File: config.mk
export PLATFORM = sky130hd
export DESIGN_NAME = ir_transmitter_flat
export DESIGN_NICKNAME = d
export VERILOG_FILES = /design/src/rtl/ir_transmitter_if.sv /design/src/rtl/ir_transmitter.sv /design/src/flat_wrapper.sv
export SDC_FILE = /design/constraint.sdc
export NUM_CORES = 1
export LEC_CHECK = 0
export BUFFER_PORTS_ARGS = -buffer_cell sky130_fd_sc_hd__buf_2
export CAP_MARGIN = 40
export CELL_PAD_IN_SITES_DETAIL_PLACEMENT = 0
export CELL_PAD_IN_SITES_GLOBAL_PLACEMENT = 2
export CORE_MARGIN = 3
export CORE_UTILIZATION = 30
export DETAILED_ROUTE_END_ITERATION = 8
export HOLD_SLACK_MARGIN = 0.1
export PLACE_DENSITY = 0.79
export SYNTH_ARGS = -nofsm -noshare
export SYNTH_HDL_FRONTEND = slang
export SYNTH_SLANG_ARGS = --single-unit
File: constraint.sdc
create_clock -name PCLK -period 2.4 [get_ports PCLK]
set_clock_uncertainty 0.15 [all_clocks]
set_input_delay 0 -clock PCLK [delete_from_list [all_inputs] [get_ports PCLK]]
set_output_delay 0 -clock PCLK [all_outputs]
set_load 0.1 [all_outputs]
File: src/rtl/ir_transmitter_if.sv
// APB slave bundle shared between the IR frame transmitter and its bus master.
interface ir_transmitter_if;
   logic        PSEL;
   logic        PENABLE;
   logic        PWRITE;
   logic [7:0]  PADDR;
   logic [31:0] PWDATA;
   logic [31:0] PRDATA;
   logic        PREADY;
   logic        PSLVERR;

   modport master (
      output PSEL, PENABLE, PWRITE, PADDR, PWDATA,
      input  PRDATA, PREADY, PSLVERR
   );

   modport slave (
      input  PSEL, PENABLE, PWRITE, PADDR, PWDATA,
      output PRDATA, PREADY, PSLVERR
   );
endinterface

File: src/rtl/ir_transmitter.sv
// APB-programmable 11-bit pulse-width IR frame transmitter (start mark + 11 data marks, MSB first).
// Optional receiver-framing check on FRAME writes is enabled by defining IR_TX_FRAME_CHECK_EN.
module ir_transmitter #(
   parameter int unsigned START_MARK   = 100000,
   parameter int unsigned ONE_MARK     = 60000,
   parameter int unsigned ZERO_MARK    = 20000,
   parameter int unsigned SPACE        = 20000,
   parameter int unsigned CARRIER_HALF = 1316
) (
   input  logic            PCLK,
   input  logic            PRESET,
   ir_transmitter_if.slave apb,
   output logic            IR_LED,
   output logic            TX_ENV,
   output logic            TX_DONE
);

   localparam logic [7:0]  ADDR_FRAME  = 8'h00;
   localparam logic [7:0]  ADDR_STATUS = 8'h04;
   localparam logic [31:0] START_LAST  = 32'(START_MARK - 1);
   localparam logic [31:0] ONE_LAST    = 32'(ONE_MARK - 1);
   localparam logic [31:0] ZERO_LAST   = 32'(ZERO_MARK - 1);
   localparam logic [31:0] SPACE_LAST  = 32'(SPACE - 1);
   localparam logic [31:0] CAR_LAST    = 32'(CARRIER_HALF - 1);

   typedef enum logic [2:0] {
      ST_IDLE,
      ST_START,
      ST_SPACE,
      ST_MARK,
      ST_TAIL
   } state_e;

   state_e      state_q, state_d;
   logic [31:0] cnt_q, cnt_d;
   logic [3:0]  bit_idx_q, bit_idx_d;
   logic [10:0] frame_q, frame_d;
   logic [31:0] car_cnt_q, car_cnt_d;
   logic        led_q, led_d;
   logic        tx_done_q, tx_done_d;
   logic        done_q, done_d;
   logic        overrun_q, overrun_d;
   logic        badframe_q, badframe_d;
   logic [31:0] prdata_q, prdata_d;

   logic        wr_stb;
   logic        rd_cap;
   logic        frame_wr;
   logic        status_rd;
   logic        busy;
   logic        frame_ok;
   logic        frame_start;
   logic [31:0] mark_last;
   logic        env_d;
   logic        mark_entry;
   logic        unused_pwdata;

   // ------------------------------------------------------------------
   // APB decode
   // ------------------------------------------------------------------
   assign wr_stb      = apb.PSEL & apb.PENABLE & apb.PWRITE;
   assign rd_cap      = apb.PSEL & ~apb.PWRITE;
   assign frame_wr    = wr_stb & (apb.PADDR == ADDR_FRAME);
   assign status_rd   = rd_cap & (apb.PADDR == ADDR_STATUS);
   assign busy        = (state_q != ST_IDLE);
   assign frame_start = frame_wr & ~busy & frame_ok;

`ifdef IR_TX_FRAME_CHECK_EN
   // Receiver framing: leading 2'b10 and trailing 2'b10.
   assign frame_ok = (apb.PWDATA[10:9] == 2'b10) && (apb.PWDATA[1:0] == 2'b10);
`else
   assign frame_ok = 1'b1;
`endif

   assign unused_pwdata = ^apb.PWDATA[31:11];

   assign apb.PRDATA  = prdata_q;
   assign apb.PREADY  = 1'b1;
   assign apb.PSLVERR = 1'b0;

   // ------------------------------------------------------------------
   // Frame sequencer
   // ------------------------------------------------------------------
   assign mark_last = frame_q[bit_idx_q] ? ONE_LAST : ZERO_LAST;

   // NOTE: every always_comb output gets a default first, so no path can infer a latch.
   always_comb begin
      state_d   = state_q;
      cnt_d     = cnt_q + 32'd1;
      bit_idx_d = bit_idx_q;
      frame_d   = frame_q;
      tx_done_d = 1'b0;

      unique case (state_q)
         ST_IDLE: begin
            cnt_d = '0;
            if (frame_start) begin
               state_d   = ST_START;
               bit_idx_d = 4'd10;
               frame_d   = apb.PWDATA[10:0];
            end
         end
         ST_START: begin
            if (cnt_q == START_LAST) begin
               state_d = ST_SPACE;
               cnt_d   = '0;
            end
         end
         ST_SPACE: begin
            if (cnt_q == SPACE_LAST) begin
               state_d = ST_MARK;
               cnt_d   = '0;
            end
         end
         ST_MARK: begin
            if (cnt_q == mark_last) begin
               cnt_d = '0;
               if (bit_idx_q == 4'd0) begin
                  state_d = ST_TAIL;
               end else begin
                  bit_idx_d = bit_idx_q - 4'd1;
                  state_d   = ST_SPACE;
               end
            end
         end
         ST_TAIL: begin
            if (cnt_q == SPACE_LAST) begin
               state_d   = ST_IDLE;
               cnt_d     = '0;
               tx_done_d = 1'b1;
            end
         end
         default: begin
            state_d = ST_IDLE;
            cnt_d   = '0;
         end
      endcase
   end

   // ------------------------------------------------------------------
   // Carrier: phase restarts high on every mark entry, held low in spaces
   // ------------------------------------------------------------------
   assign env_d      = (state_d == ST_START) || (state_d == ST_MARK);
   assign mark_entry = env_d && (state_d != state_q);

   always_comb begin
      led_d     = 1'b0;
      car_cnt_d = '0;
      if (mark_entry) begin
         led_d     = 1'b1;
         car_cnt_d = '0;
      end else if (env_d) begin
         if (car_cnt_q == CAR_LAST) begin
            led_d     = ~led_q;
            car_cnt_d = '0;
         end else begin
            led_d     = led_q;
            car_cnt_d = car_cnt_q + 32'd1;
         end
      end
   end

   // ------------------------------------------------------------------
   // Sticky status: a same-cycle set beats the read-clear
   // ------------------------------------------------------------------
   always_comb begin
      done_d     = done_q;
      overrun_d  = overrun_q;
      badframe_d = badframe_q;
      if (status_rd) begin
         done_d     = 1'b0;
         overrun_d  = 1'b0;
         badframe_d = 1'b0;
      end
      if (tx_done_d) begin
         done_d = 1'b1;
      end
      if (frame_wr && busy) begin
         overrun_d = 1'b1;
      end
      if (frame_wr && !busy && !frame_ok) begin
         badframe_d = 1'b1;
      end
   end

   // ------------------------------------------------------------------
   // Read-back register
   // ------------------------------------------------------------------
   always_comb begin
      prdata_d = prdata_q;
      if (rd_cap) begin
         case (apb.PADDR)
            ADDR_FRAME:  prdata_d = {21'd0, frame_q};
            ADDR_STATUS: prdata_d = {28'd0, badframe_q, overrun_q, done_q, busy};
            default:     prdata_d = '0;
         endcase
      end
   end

   // NOTE: state registers use non-blocking assignments so every flop samples pre-edge values.
   always_ff @(posedge PCLK) begin
      if (PRESET) begin
         state_q    <= ST_IDLE;
         cnt_q      <= '0;
         bit_idx_q  <= '0;
         frame_q    <= '0;
         car_cnt_q  <= '0;
         led_q      <= 1'b0;
         tx_done_q  <= 1'b0;
         done_q     <= 1'b0;
         overrun_q  <= 1'b0;
         badframe_q <= 1'b0;
         prdata_q   <= '0;
      end else begin
         state_q    <= state_d;
         cnt_q      <= cnt_d;
         bit_idx_q  <= bit_idx_d;
         frame_q    <= frame_d;
         car_cnt_q  <= car_cnt_d;
         led_q      <= led_d;
         tx_done_q  <= tx_done_d;
         done_q     <= done_d;
         overrun_q  <= overrun_d;
         badframe_q <= badframe_d;
         prdata_q   <= prdata_d;
      end
   end

   assign TX_ENV  = (state_q == ST_START) || (state_q == ST_MARK);
   assign IR_LED  = led_q;
   assign TX_DONE = tx_done_q;

endmodule

File: src/flat_wrapper.sv
// flat-port wrapper written by rule: the top's interface ports become plain ports
module ir_transmitter_flat 
#(
   parameter int unsigned START_MARK   = 100000,
   parameter int unsigned ONE_MARK     = 60000,
   parameter int unsigned ZERO_MARK    = 20000,
   parameter int unsigned SPACE        = 20000,
   parameter int unsigned CARRIER_HALF = 1316
)
  (PCLK, PRESET, IR_LED, TX_ENV, TX_DONE, apb_PSEL, apb_PENABLE, apb_PWRITE, apb_PADDR, apb_PWDATA, apb_PRDATA, apb_PREADY, apb_PSLVERR);
  ir_transmitter_if apb_i ();
  input  logic PCLK;
  input  logic PRESET;
  output logic IR_LED;
  output logic TX_ENV;
  output logic TX_DONE;
  input wire logic [$bits(apb_i.PSEL)-1:0] apb_PSEL;
  input wire logic [$bits(apb_i.PENABLE)-1:0] apb_PENABLE;
  input wire logic [$bits(apb_i.PWRITE)-1:0] apb_PWRITE;
  input wire logic [$bits(apb_i.PADDR)-1:0] apb_PADDR;
  input wire logic [$bits(apb_i.PWDATA)-1:0] apb_PWDATA;
  output wire logic [$bits(apb_i.PRDATA)-1:0] apb_PRDATA;
  output wire logic [$bits(apb_i.PREADY)-1:0] apb_PREADY;
  output wire logic [$bits(apb_i.PSLVERR)-1:0] apb_PSLVERR;
  assign apb_i.PSEL = apb_PSEL;
  assign apb_i.PENABLE = apb_PENABLE;
  assign apb_i.PWRITE = apb_PWRITE;
  assign apb_i.PADDR = apb_PADDR;
  assign apb_i.PWDATA = apb_PWDATA;
  assign apb_PRDATA = apb_i.PRDATA;
  assign apb_PREADY = apb_i.PREADY;
  assign apb_PSLVERR = apb_i.PSLVERR;
  ir_transmitter #(.START_MARK(START_MARK), .ONE_MARK(ONE_MARK), .ZERO_MARK(ZERO_MARK), .SPACE(SPACE), .CARRIER_HALF(CARRIER_HALF)) u_core (.PCLK(PCLK), .PRESET(PRESET), .apb(apb_i), .IR_LED(IR_LED), .TX_ENV(TX_ENV), .TX_DONE(TX_DONE));
endmodule
==> results.py <==
metrics = {
    "hold_path": {
        "min_from": "apb_PADDR[1]",
        "hp-class": "in -> reg",
    },
    "clocking": {
        "htree_levels": 3,
        "cts_buffers": 9,
        "cts-root-buf": "clkbuf_16",
        "insertion_delay_ps": 340,
        "cts_tree": "yes",
        "path_clk_slew_ps": 60,
        "cts.path.max_buffers": 2,
        "cts.sinks": 97,
    },
    "setup_path": {
        "critical_path_class": "reg -> reg",
        "slowest_stage": "or3_4",
        "end_kind": "flop",
        "cpPeakStageDelay_ps": 450,
        "arrival_ps": 2430,
        "critPathMaxFanout": 4,
        "cp.required_ps": 2490,
        "timing.rr.start": "u_core.cnt_q[0]",
        "worstSetupStartpointType": "flop",
        "path_cells": "ha_4 > and4_4 > nand4_1 > or3_4 > nor4_4 > buf_4 > a31oi_1 > a31o_2",
        "setup.worst_path.start": "u_core.cnt_q[0]",
    },
    "timing": {
        "drv_slew": 0,
        "grt_setup_unrepaired": "true",
        "worst_hold_slack_ps": 134,
        "setup_violations": 0,
        "slew-limit-headroom": 0.596,
        "hold_violations": 0,
        "worst_slew_pin_slew_ps": 605,
        "max_freq_mhz": 427,
        "fin_crit_sh": 0.975,
        "final.setup.worst_slack_ps": 59.9,
        "fin_crit_ps": 2340,
    },
    "logic_synthesis": {
        "ys_seq_area_frac": 0.401,
        "yosysWarnings": 0,
        "ys.flop_type": "dfxtp_1",
        "synth_area_um2": 4840,
        "yosysTopAreaCell": "dfxtp_1",
        "synth_edf_count": 0,
        "netlist_top_cells_area": "dfxtp_1, nor2_1, xor2_1",
        "yosysTopAreaCellShare": 0.401,
        "synth.avg_cell_area_um2": 8.56,
        "synth.most_common_cell": "nor2_1",
        "ys_async_sr_fraction": 0,
        "syn_inst": 565,
        "ys_ff_latch": 97,
        "synth_common_cells": "nor2_1, dfxtp_1, nand2_1, nand3_1, xor2_1",
        "synth_cell_types": 65,
    },
    "grt": {
        "grt_pass1_vias": 3919,
        "grt_usage": 0.128,
        "grt_max_degree": 33,
        "grt_pass1_wl_mm": 18.8,
        "grt_antenna_before_repair": 0,
        "overflow": 0,
    },
    "finish": {
        "antennaDiodeCount": 0,
        "postLayoutCoreUtil": 0.406,
        "syn_to_final_growth_pct": 30.1,
        "finalNonFillerCells": 888,
        "fillers": 1540,
        "nets": 720,
        "drive_gt1_frac": 0.213,
    },
    "power": {
        "p_leak_uw": 0.00242,
        "p_per_area_nw_per_um2": 540,
        "finalPower_uw": 3400,
        "ir_worst_vdd_uv": 306,
    },
    "floorplan": {
        "core_area_um2": 15500,
        "dieWidth_um": 133,
        "start_util": 0.312,
        "rows": 45,
        "num_io_pins": 82,
        "dieArea_um2": 17700,
        "die_h_um": 133,
    },
    "routing": {
        "via_per_inst": 4.74,
        "wire_per_inst_um": 13.1,
        "drc": 0,
        "drtAntennaViolNets": 0,
        "drt_wl_total_mm": 11.6,
        "via_count": 4208,
        "drt_iter0_drc": 265,
        "first_pass_iters": 4,
    },
    "place": {
        "routabilityCongestion": 0.782,
        "hpwl_mm": 8.13,
        "portBuffers": 37,
        "dp_cells": 839,
        "place_ws_ps": -46.4,
    },
    "run_status": {
        "outcome": "completed",
    },
    "job": {
        "max-cap-violations": 0,
    },
}
## worst max-delay path: cells and delay by family (launching register included)
kind | cells | cell delay [ps]
AO/OA/AOI/OAI | 2 | 310
AND/OR/NAND/NOR | 4 | 1080
adder cells (fa/ha/maj) | 1 | 130
buffers and inverters | 1 | 200
flip-flops | 1 | 350
## through the flow
step | TNS [ps] | cell area [um^2]
2_1_floorplan | 0 | 4920
3_3_place_gp | -307 | 5470
3_5_place_dp | -461 | 5470
4_1_cts | 0 | 6110
5_1_grt | -56.4 | 6290
6_report | 0 | 6290
## final cells by class
cell class                      instances  area, um^2  area share
Multi-Input combinational cell        435        2800       0.445
Clock inverter                          2        60.1     0.00954
Clock buffer                           14         264      0.0419
Sequential cell                        97        1950       0.310
Inverter                               12        45.0     0.00716
Timing Repair Buffer                  117         907       0.144
Tap cell                              211         264      0.0419
## sequential cells by signal, summed over array words and instances, names as in the netlist
register / count
u_core.IR_LED: 1
u_core.car_cnt_q: 32
u_core.state_q: 3
u_core.cnt_q: 32
u_core.overrun_q: 1
u_core.bit_idx_q: 4
u_core.done_q: 1
u_core.TX_DONE: 1
u_core.apb.PRDATA: 11
u_core.frame_q: 11
## cells in the final DEF (no fill, tap or decap), types with 3 or more instances in the layout
| cell type | count |
|---|---|
| mux2i_1 | 18 |
| nor4_2 | 5 |
| xor2_1 | 33 |
| xnor2_1 | 25 |
| and3_2 | 3 |
| and4_1 | 8 |
| dfxtp_2 | 4 |
| clkbuf_16 | 10 |
| dlygate4sd3_1 | 30 |
| nor4_4 | 3 |
| dfxtp_1 | 92 |
| and3_1 | 13 |
| a21oi_1 | 18 |
| or3_1 | 8 |
| nand3_1 | 33 |
| nand4_1 | 17 |
| clkbuf_1 | 3 |
| inv_1 | 12 |
| nor2_1 | 99 |
| nand2_1 | 45 |
| a32oi_1 | 4 |
| nor3_1 | 9 |
| buf_4 | 46 |
| conb_1 | 23 |
| nand3b_1 | 3 |
| nor4_1 | 8 |
| o21ai_0 | 7 |
| buf_2 | 37 |
## where the power goes
part / switching, uW / internal, uW / total [uW] / leakage (uW)
clock network: 594 / 972 / 1570 / 0.000157
registers: 0.140 / 1610 / 1610 / 0.000784
logic: 186 / 36.2 / 222 / 0.00148
total: 780 / 2620 / 3400 / 0.00242
## worst paths after layout
path / to / depth (start not counted) / slack, ps
hold / removal: u_core.apb.PRDATA[9] / 6 / 130
setup / recovery: u_core.state_q[1] / 8 / 60
hold reg to reg: u_core.apb.PRDATA[1] / 2 / 300
setup reg to reg: u_core.state_q[1] / 8 / 60
## logic make-up (layout without fill, tap and decap cells)
kind of cell | Yosys count | after routing | share of synthesized area
buf+inv | 55 | 145 | 0.0683
compound gates | 52 | 53 | 0.0755
flops | 97 | 97 | 0.401
fa+ha+maj | 3 | 3 | 0.00776
mux | 20 | 20 | 0.0427
simple gates | 278 | 278 | 0.298
other cells | 2 | 23 | 0.00155
xor+xnor | 58 | 58 | 0.105
## timing repair
item,CTS,global route
hold endpoints to repair,31,0
hold buffers,30,0
gates cloned,0,2
setup endpoints to repair,17,48
gates resized for setup,4,31
pin swaps,1,12
buffers inserted,0,1
## layer usage
metal  routed length [um]  track usage  vias up  part of all wire
li1                     -            -     2142                 -
met1                 5660        0.170     1963              0.49
met2                 5240        0.200       93              0.45
met3                  605       0.0373       10             0.052
met4                  133       0.0410        0             0.011
met5                    0            0        -                 0
Note: power is estimated with default switching activity, not from simulation.
